## config.mk

```make
export PLATFORM = sky130hd
export DESIGN_NAME = bcd_entry_to_bin
export DESIGN_NICKNAME = d
export VERILOG_FILES = /design/src/rtl/dec2bin_pkg.sv /design/src/rtl/key_sync_edge.sv /design/src/rtl/bcd_entry_to_bin.sv
export SDC_FILE = /design/constraint.sdc
export NUM_CORES = 1
export LEC_CHECK = 0
export CAP_MARGIN = 15
export CORE_ASPECT_RATIO = 1.1
export CORE_UTILIZATION = 39
export CTS_CLUSTER_SIZE = 12
export DETAILED_ROUTE_END_ITERATION = 10
export PLACE_DENSITY_LB_ADDON = 0.05
export SYNTH_ARGS = -nofsm -noshare
export SYNTH_HDL_FRONTEND = slang
export SYNTH_SLANG_ARGS = --single-unit
```

## constraint.sdc

```tcl
create_clock -name fr_CLK -period 3.1 [get_ports fr_CLK]
set_clock_uncertainty 0.1 [all_clocks]
set_input_delay 0.31 -clock fr_CLK [delete_from_list [all_inputs] [get_ports fr_CLK]]
set_output_delay 0.31 -clock fr_CLK [all_outputs]
set_load 0.01 [all_outputs]
```

## src/rtl/dec2bin_pkg.sv

```systemverilog
// dec2bin_pkg: state codes, widths and the shift-add times-ten helper for bcd_entry_to_bin.
package dec2bin_pkg;
   localparam int BIN_W = 7;
   localparam logic [3:0] MAX_DIGIT = 4'd9;
   typedef enum logic [1:0] {
      TENS  = 2'd0,
      UNITS = 2'd1,
      DONE  = 2'd2,
      ERR   = 2'd3
   } state_t;
   function automatic logic [BIN_W-1:0] times_ten(input logic [3:0] t);
      logic [BIN_W-1:0] w;
      w = BIN_W'(t);
      return (w << 3) + (w << 1);
   endfunction
endpackage

```

## src/rtl/key_sync_edge.sv

```systemverilog
// key_sync_edge: 2-flop synchroniser, optional debounce (DEC_DEBOUNCE_EN), falling-edge press pulse.
module key_sync_edge #(
   parameter int DEBOUNCE_CYCLES = 16
) (
   input  logic fr_CLK,
   input  logic fr_RST_N,
   input  logic fr_KEY_N,
   output logic press
);
   logic s1, s2, lvl, last;
   always_ff @(posedge fr_CLK or negedge fr_RST_N)
      if (!fr_RST_N) begin
         s1   <= 1'b1;
         s2   <= 1'b1;
         last <= 1'b1;
      end else begin
         s1   <= fr_KEY_N;
         s2   <= s1;
         last <= lvl;
      end
`ifdef DEC_DEBOUNCE_EN
   localparam int CW = $clog2(DEBOUNCE_CYCLES + 1);
   logic [CW-1:0] cnt;
   // lvl follows s2 only after it has disagreed for DEBOUNCE_CYCLES samples in a row
   always_ff @(posedge fr_CLK or negedge fr_RST_N)
      if (!fr_RST_N) begin
         cnt <= '0;
         lvl <= 1'b1;
      end else if (s2 == lvl) begin
         cnt <= '0;
      end else if (cnt == CW'(DEBOUNCE_CYCLES - 1)) begin
         cnt <= '0;
         lvl <= s2;
      end else begin
         cnt <= cnt + 1'b1;
      end
`else
   assign lvl = s2;
`endif
   assign press = last & ~lvl;
endmodule

```

## src/rtl/bcd_entry_to_bin.sv

```systemverilog
// bcd_entry_to_bin: two-digit BCD key entry converted to binary 0..99.
// Define DEC_DEBOUNCE_EN to debounce the enter key for DEBOUNCE_CYCLES samples.
import dec2bin_pkg::*;
module bcd_entry_to_bin #(
   parameter int DEBOUNCE_CYCLES = 16
) (
   input  logic             fr_CLK,
   input  logic             fr_RST_N,
   input  logic [3:0]       fr_SW,
   input  logic             fr_KEY_N,
   input  logic             fr_CLR,
   output logic [BIN_W-1:0] to_BIN,
   output logic             to_VALID,
   output logic             to_ERR,
   output logic [1:0]       to_STATE
);
   logic press, bad;
   logic [3:0] tens;
   state_t state;
   key_sync_edge #(.DEBOUNCE_CYCLES(DEBOUNCE_CYCLES)) u_key (
      .fr_CLK  (fr_CLK),
      .fr_RST_N(fr_RST_N),
      .fr_KEY_N(fr_KEY_N),
      .press   (press)
   );
   assign bad      = fr_SW > MAX_DIGIT;
   assign to_STATE = state;
   // DONE behaves like TENS on a press, but to_BIN is held until the next completion
   always_ff @(posedge fr_CLK or negedge fr_RST_N)
      if (!fr_RST_N) begin
         state    <= TENS;
         tens     <= '0;
         to_BIN   <= '0;
         to_VALID <= 1'b0;
         to_ERR   <= 1'b0;
      end else if (fr_CLR) begin
         state    <= TENS;
         tens     <= '0;
         to_BIN   <= '0;
         to_VALID <= 1'b0;
         to_ERR   <= 1'b0;
      end else if (press && state != ERR) begin
         if (bad) begin
            state    <= ERR;
            to_ERR   <= 1'b1;
            to_VALID <= 1'b0;
         end else if (state == UNITS) begin
            to_BIN   <= times_ten(tens) + BIN_W'(fr_SW);
            to_VALID <= 1'b1;
            state    <= DONE;
         end else begin
            tens     <= fr_SW;
            to_VALID <= 1'b0;
            state    <= UNITS;
         end
      end
endmodule

```

Yosys cells after proc, flatten, opt, wreduce, memory -nomap -nowiden

Cells that the tools add are included.

Register bits after elaboration: 18

Bitwise gates (word level): 2
Order comparisons: 1
Reductions and logical operators: 7
Mux-type cells: 19
Equality and inequality tests: 4
Add/subtract/negate cells: 2

Operators by type and width:

| cell                                          | number |
|---|---|
| 2-to-1 mux 7 bit                              | 4 |
| 2-to-1 mux 4 bit                              | 4 |
| 2-to-1 mux 2 bit                              | 4 |
| adder 7 x 4 -> 7 bit                          | 1 |
| adder 7 x 5 -> 7 bit                          | 1 |
| 2-to-1 mux 1 bit                              | 7 |
| inequality test 2 bit, second input constant  | 3 |
| AND reduction 3 bit                           | 2 |
| nonzero test 2 bit                            | 3 |
| > comparator 4 bit, second input constant     | 1 |
| == test 2 x 1 -> 1 bit, second input constant | 1 |
| AND reduction 2 bit                           | 1 |
| AND 1 bit                                     | 1 |
| logical AND 1 bit                             | 1 |
| NOT 1 bit                                     | 1 |

Longest topological paths before layout

Gate-level depths: netlist (run 1).

Depth after elaboration: 6
Mapped depth: 8

Modules after synthesis

A second synthesis (run 1) with hierarchy kept.

Cell total of the unflattened synthesis: 92
Area, all modules: 953.4 um2

Modules (own cells, without submodules):

| module           | cells an instance | seq. area each (um2) | area each (um2) | times used |
|---|---|---|---|---|
| bcd_entry_to_bin | 88                | 375.4                | 860.8           | 1 |
| key_sync_edge    | 4                 | 78.8                 | 92.6            | 1 |

Least setup slack after synthesis (run 1)

OpenSTA, ideal clock, no wires.

Kind: register to register
Start point: register tens[0]
End point: register to_BIN[6]
Cell stages (with the launch flop): 9
Arrival: 1995 ps
Data required time: 2866 ps
Path buffers: 0
Library setup time: 134 ps
Slack: 871 ps
Cells stage by stage: dfrtp_1 -> inv_1 -> fa_1 -> inv_1 -> fa_1 -> a211oi_1 -> o21bai_1 -> o211ai_2 -> a21oi_2

Cells in the longest elaborated chain, start to end: 6

RTL lines:

| element                | RTL line               | text |
|---|---|---|
| start, declared        | bcd_entry_to_bin.sv:18 | `logic [3:0] tens;` |
| start signal, assigned | bcd_entry_to_bin.sv:52 | `tens <= fr_SW;` |
| adder 7 x 5 -> 7 bit   | dec2bin_pkg.sv:14      | `return (w << 3) + (w << 1);` |
| adder 7 x 4 -> 7 bit   | bcd_entry_to_bin.sv:48 | `to_BIN <= times_ten(tens) + BIN_W'(fr_SW);` |
| 2-to-1 mux 7 bit       | bcd_entry_to_bin.sv:47 | `end else if (state == UNITS) begin` |
| 2-to-1 mux 7 bit       | bcd_entry_to_bin.sv:43 | `if (bad) begin` |
| 2-to-1 mux 7 bit       | bcd_entry_to_bin.sv:42 | `end else if (press && state != ERR) begin` |
| 2-to-1 mux 7 bit       | bcd_entry_to_bin.sv:36 | `end else if (fr_CLR) begin` |
| end signal, assigned   | bcd_entry_to_bin.sv:48 |  |
| end, declared          | bcd_entry_to_bin.sv:12 | `output logic [BIN_W-1:0] to_BIN,` |

No other way between the ends. The select of a mux whose other input is x is not followed.
A chain may end at the register's enable or synchronous reset.

Worst setup path after layout (run 1)

Start point: input port fr_SW[3]
End point: register to_BIN[6]

Cells in the longest elaborated chain, start to end: 5

RTL lines:

| element              | RTL line               | text |
|---|---|---|
| start, declared      | bcd_entry_to_bin.sv:9  | `input logic [3:0] fr_SW,` |
| adder 7 x 4 -> 7 bit | bcd_entry_to_bin.sv:48 |  |
| 2-to-1 mux 7 bit     | bcd_entry_to_bin.sv:47 |  |
| 2-to-1 mux 7 bit     | bcd_entry_to_bin.sv:43 |  |
| 2-to-1 mux 7 bit     | bcd_entry_to_bin.sv:42 |  |
| 2-to-1 mux 7 bit     | bcd_entry_to_bin.sv:36 |  |

Parallel ways exist; a longest one is shown, timed or not. The select of a mux whose other input is x is not followed.

==> results of run 1 <==
flip-flops by register name, indices dropped and copies added (netlist names):
| name | flops |
|---|---|
| tens | 4 |
| to_BIN | 7 |
| to_ERR | 1 |
| to_STATE | 2 |
| to_VALID | 1 |
| u_key.last | 1 |
| u_key.lvl | 1 |
| u_key.s1 | 1 |
final cells by class:
type	instances	share of cell area
well taps	30	0.03212
repair buffers	18	0.1542
inverters	6	0.01927
clock buffers	4	0.03105
multi-input cells	61	0.3747
flip-flops and latches	18	0.3887
worst min-delay path by stage:
stage,start,to,slack [ns],cells past startpoint
2_1_floorplan,fr_RST_N,tens[0],-0.09,0
3_3_place_gp,u_key.s1,u_key.lvl,0.25,0
3_5_place_dp,u_key.s1,u_key.lvl,0.25,0
4_1_cts,u_key.s1,u_key.lvl,0.26,0
5_1_grt,u_key.s1,u_key.lvl,0.27,0
6_report,u_key.s1,u_key.lvl,0.26,0
cell families (layout without fill, tap and decap cells):
kind of cell               Yosys count  in the layout
xor gates and xnor gates             1              1
DFF                                 18             18
buffers and inverters                8             28
and+or+nand+nor                     30             30
muxes                                5              5
adders and majority gates            9              9
AOI/OAI and AO/OA                   16             16
routing by layer:
layer,part of all wire,wire length [um],vias up
met5,0,0,-
met4,0.011,19,0
met3,0.030,50,2
met2,0.48,812,14
met1,0.48,810,321
li1,-,-,335
power by group:
group	internal [mW]	total, mW	leakage [nW]	switching (mW)
Clock	0.0716	0.148	0.0210	0.0768
Sequential	0.244	0.250	0.238	0.00607
Combinational	0.0296	0.0612	0.296	0.0317
synth_stat cells, drive strengths merged (2+ instances only):
cell    count  area (sq um)
a211oi      2         15.01
ha          7         87.58
nand2      13         48.80
o21ai       3         18.76
fa          2         40.04
inv         6         22.52
a21oi       7         38.79
nor3        3         15.01
nor2       10         37.54
dfrtp      15         375.4
mux2i       5         50.05
dfstp       3         78.83
placed cells by master, fill, tap and decap left out:
| cell type | n |
|---|---|
| a211oi_1 | 2 |
| a21oi_1 | 6 |
| a21oi_2 | 1 |
| and4b_1 | 1 |
| clkbuf_4 | 3 |
| clkbuf_8 | 1 |
| clkdlybuf4s50_1 | 18 |
| dfrtp_1 | 15 |
| dfstp_2 | 3 |
| fa_1 | 2 |
| ha_1 | 7 |
| inv_1 | 6 |
| mux2i_1 | 5 |
| nand2_1 | 13 |
| nand3b_1 | 1 |
| nand4b_1 | 1 |
| nor2_1 | 10 |
| nor2b_4 | 1 |
| nor3_1 | 3 |
| o211ai_2 | 1 |
| o21a_1 | 1 |
| o21ai_0 | 1 |
| o21ai_1 | 1 |
| o21ai_2 | 1 |
| o21ba_2 | 1 |
| o21bai_1 | 1 |
| xor2_1 | 1 |
stage by stage:
stage	cells	utilization	area, sq um	setup WS [ns]	hold slack [ns]
after floorplan	87	-	925.9	0.8705	-0.08559
after global placement	133	0.5028	1132	0.2673	0.2472
after detailed placement	133	0.5028	1132	0.2042	0.2482
after CTS	137	0.5189	1169	0.5099	0.2646
after global routing	137	0.5189	1169	0.3856	0.2718
final	137	0.5189	1169	0.4966	0.2637
==> metrics.txt, run 1 <==
Synth Area in Compound Gates 0.1189; Setup Fix Bufs, Post-CTS 0; Synth Flop Type dfrtp_1; warnings from Yosys 0; GR Layer Usage met1 0.2047; critical path depth 9; Critical R2R Capture to_BIN[6]; clk slew on worst S/H paths 0.11 ns; maximum vdd drop 0.2276 mV; vias per cell 4.905; Post-synth ARST share 1.000; n_diodes 0; CTS tree yes; GRT met2 Usage 0.2582; GR peak layer met2; Hold WC Path Type flip-flop to flip-flop; hold_buf cts 0; number of DRC markers in iteration 0 7; Worst path max stage delay 0.54 ns; Post-synth EDFFs 0; Post-Syn Instances 87; number of library cell types mapped by synthesis 26; Clock Path Buffers 2; Core ar. ~2300 sq um; status finished, final reports clean; htree depth 1; Crit. End Element flip-flop; drt total wl 1.693 mm; Fin. Hold Viols 0; IO Port Bufs 18; largest family of logic cells by synthesized area simple AND/OR/NAND/NOR gates; FF+latch count, synth 18; Synth Area in Adders 0.1378; total power roughly 460 uW; Post-CTS Resized 0; final setup vio count 0; vias in the first global route 631; max-slew violation count 0; Initial Util 0.4111; Worst-Skew Late Latency 0.30 ns; Min Clock Period, post-route 2.603 ns; antenna-violating nets left 0; initial antenna violation count 0; slew margin rel. 0.4675; Max FO, Critical Path 3; die span in y about 53 um; fin crit share 0.8398; leakage 0.5552 nW; I/O pins 19; Sum Neg Setup Slack 0 ns; Clock Sinks 18; Synthesized Nets 104; # rows 18; CP endpoint to_BIN[6]; sequential-to-total area share from yosys stat 0.4905; met3 Use GR 0.01724; DRT Pass-1 Iters 3; f_max 0.3841 GHz; crit path kind input port to flip-flop; first-pass GRT wire length 2.918 mm; area of the mapped netlist 925.9 sq um; Die Span X 48.46 um; Max Cap Violations 0; Slowest cell on crit path fa_1; CP startpoint kind input port; RSZ-0062 raised after global routing false; Routed WL per cell approximately 12 um; DRC viols 0; Worst R2R Path Depth 8; Worst EP required approximately 3.2 ns; Root Buffer clkbuf_4; CP Data Arrival Time 2.67 ns; r2r startpoint tens[0]; Top Family by Delay on Critical Path adder cells; fin nets 125; multi-input logic area 437.9 sq um; Placer Congestion about 0.77; share of cells above drive strength 1 0.1121; DR vias 672; xor and xnor area share after synthesis 0.009459; Area growth syn-to-layout 26.22%; measured slew at the worst slew-check pin 0.7963 ns; global route total overflow 0; die area 2573 sq um; Post-Synth Simple-Gate Area 0.1527; post-synthesis mux area share 0.05405; sequential cell area 454.2 sq um; largest net degree at the start of global routing 19; PD cells 393.0 nW/um^2; crit path cell chain clkdlybuf4s50_1 -> inv_1 -> fa_1 -> inv_1 -> fa_1 -> a211oi_1 -> o21bai_1 -> o211ai_2 -> a21oi_2; setup slack, reg-to-reg approximately 0.68 ns; Fillers about 230; Synth Area per Inst 10.64 sq um; GRT Total Usage 0.1533; hpwl dp 1.215 mm; CTS Buf Count 3; CP bufs+invs 3; Worst Setup SP fr_SW[3]
Note: power is estimated with default switching activity, not from simulation.
==> inputs of run 2 (changes only) <==
==> constraint.sdc (replaced) <==
create_clock -name fr_CLK -period 2.6 [get_ports fr_CLK]
set_clock_uncertainty 0.1 [all_clocks]
set_input_delay 0.26 -clock fr_CLK [delete_from_list [all_inputs] [get_ports fr_CLK]]
set_output_delay 0.26 -clock fr_CLK [all_outputs]
set_load 0.01 [all_outputs]
==> run 2 against run 1 <==
  * Die area did not move
  * Design area rose by 2.4%
  * Utilization rose by 1.2 points
  * Via count rose by 2.8%
  * Sequential share of layout area fell by 0.89 points
  * Critical endpoint unchanged
  * Critical path depth did not move
  * Largest cell class unchanged
  * Global-route usage rose by 0.44 points
  * First-iteration DRC count fell by 71%
  * Total power rose by 18%
==> metrics.txt, run 2 (synthesis results as in run 1) <==
status finished, final reports clean; Worst-Skew Late Latency 0.29 ns (about the same); CP startpoint kind input port; RSZ-0062 raised after global routing false; htree depth 1 (unchanged); Clock Sinks 18 (unchanged); leakage 0.5711 nW (+2.9%); PD cells 454.9 nW/um^2 (+16%); Critical R2R Capture to_BIN[6]; Worst path max stage delay 0.53 ns (about the same); antenna-violating nets left 0 (unchanged); maximum vdd drop 0.2588 mV (+14%); largest net degree at the start of global routing 19 (unchanged); CP Data Arrival Time 2.46 ns (-0.21 ns); vias in the first global route 669 (+6.0%); number of DRC markers in iteration 0 2 (-5); Root Buffer clkbuf_4; share of cells above drive strength 1 0.1455 (+0.03331); crit path cell chain clkdlybuf4s50_1 -> inv_1 -> fa_1 -> inv_1 -> fa_1 -> a211oi_2 -> o21bai_1 -> o211ai_2 -> a21oi_2; measured slew at the worst slew-check pin 0.8035 ns (+0.007183 ns); clk slew on worst S/H paths 0.10 ns (about the same); total power 544.1 uW (+18%); setup slack, reg-to-reg 0.28 ns (-0.40 ns); CTS Buf Count 3 (unchanged); fin nets 128 (+2.4%); max-slew violation count 0 (unchanged); IO Port Bufs 18 (unchanged); Crit. End Element flip-flop; WHS Endpoint u_key.lvl; hpwl dp 1.258 mm (+3.6%); DRT Pass-1 Iters 4 (+1); commonest non-fill, non-tap cell in the layout clkdlybuf4s50_1; DR vias 691 (+2.8%); Max FO, Critical Path 2 (-1); global route total overflow 0 (unchanged); Area growth syn-to-layout 29.19%; Hold WC Path Type flip-flop to flip-flop; crit path kind input port to flip-flop; initial antenna violation count 0 (unchanged); Layout Cells excl Fill 140 (+2.2%); Sum Neg Setup Slack 0 ns (unchanged); Fin. Hold Viols 0 (unchanged); Worst R2R Path Depth 8 (unchanged); f_max 0.4165 GHz; vias per cell 4.936 (+0.62%); die span in y 53.10 um (unchanged); Max Cap Violations 0 (unchanged); Die Span X 48.46 um (unchanged); I/O pins 19 (unchanged); most frequent cells in the layout clkdlybuf4s50_1, dfrtp_1, nand2_1; DRC viols 0 (unchanged); drt total wl 1.681 mm (-0.71%); Slowest cell on crit path fa_1; die area 2573 sq um (unchanged); n_diodes 0 (unchanged); Initial Util 0.4111 (unchanged); Biggest register to_BIN; Core ar. 2252 sq um (unchanged); CTS tree yes; min-delay src u_key.s1; GRT Total Usage 0.1577 (+0.004353); Worst EP required 2.66 ns (-0.51 ns); Setup Fix Bufs, Post-CTS 0 (unchanged); first-pass GRT wire length 2.946 mm (+0.96%); Hold Path Stages 0 (unchanged); final setup vio count 0 (unchanged); Final Util 0.5311 (+0.01222); # rows 18 (unchanged); fin crit share 0.9234; Placer Congestion 0.7766 (+1.3%); max reg flops 7 (unchanged); # placed instances 136 (+2.3%); Clock Path Buffers 2 (unchanged); Routed WL per cell 12.01 um (-2.8%); r2r startpoint tens[0]; Min Clock Period, post-route 2.401 ns; slew margin rel. 0.4627 (-0.004804); hold_ws 0.2620 ns (-0.001687 ns)
-- run 2: changes by cell type in the layout (fill, tap and decap cells not counted), sizes merged --
cell  previous run  this run
buf              0         3
-- run 2: power by group --
group	switching, mW	internal (mW)
clock network	0.0853	0.0852
logic	0.0387	0.0376
registers	0.00684	0.290
-- run 2: what timing repair did --
item | 4_1_cts | 5_1_grt
hold buffers | 0 | 0
setup endpoints to repair | 0 | 1
gates resized for setup | 0 | 1
-- run 2: final cells by class --
cell class                 count  area [sq um]
inverter                       6         22.52
multi-input combinational     61         442.9
tap                           30         37.54
timing repair buffer          21         202.7
sequential                    18         454.2
clock buffer                   4         36.28
fill                         207          1056
-- run 2: worst max-delay path, delay by kind of cell --
family                   cells  cell delay, ns
adder cells (fa/ha/maj)      2            0.99
buffers and inverters        3            0.60
AO/OA/AOI/OAI                4            0.61
-- run 2: metrics by stage --
| step | instance area, sq um | setup WS, ns |
|---|---|---|
| CTS | 1191 | 0.1251 |
| floorplan | 925.9 | 0.3705 |
| finish | 1196 | 0.1991 |
| global route | 1196 | 0.09540 |
| global placement | 1155 | -0.1233 |
| detailed placement | 1155 | -0.1847 |
-- run 2: metal layers --
layer,part of all wire,vias up,GRT usage
met2,0.49,12,0.2770
met4,0.0089,0,0.08333
met3,0.030,2,0.02586
met5,0,-,0
met1,0.47,337,0.1881
li1,-,340,-
-- run 2: worst max path at each step --
stage                   from  cells past startpoint        end
CTS                 fr_SW[3]                      9  to_BIN[6]
global placement    fr_SW[3]                      9  to_BIN[6]
finish              fr_SW[3]                      9  to_BIN[6]
global route        fr_SW[3]                      9  to_BIN[6]
detailed placement  fr_SW[3]                      9  to_BIN[6]
floorplan            tens[0]                      8  to_BIN[6]
==> inputs of run 3 (changes only) <==
--- a/config.mk
+++ b/config.mk
@@ -7,6 +7,7 @@
 export LEC_CHECK = 0
 export CAP_MARGIN = 15
 export CORE_ASPECT_RATIO = 1.1
+export CORE_MARGIN = 1
 export CORE_UTILIZATION = 39
 export CTS_CLUSTER_SIZE = 12
 export DETAILED_ROUTE_END_ITERATION = 10
==> constraint.sdc (replaced) <==
create_clock -name fr_CLK -period 2.9 [get_ports fr_CLK]
set_clock_uncertainty 0.1 [all_clocks]
set_input_delay 0.29 -clock fr_CLK [delete_from_list [all_inputs] [get_ports fr_CLK]]
set_output_delay 0.29 -clock fr_CLK [all_outputs]
set_load 0.01 [all_outputs]
==> results of run 3 <==
The final DEF is identical to that of run 1. Status: finished, final reports clean.
Among the figures that moved: setup slack after placement 0.2042 ns -> 0.02417 ns; setup slack after layout 0.4966 ns -> 0.3166 ns; register-to-register setup slack 0.68 ns -> 0.48 ns; total power 0.4593 mW -> 0.4910 mW; worst IR drop on VDD 0.2276 mV -> 0.2433 mV
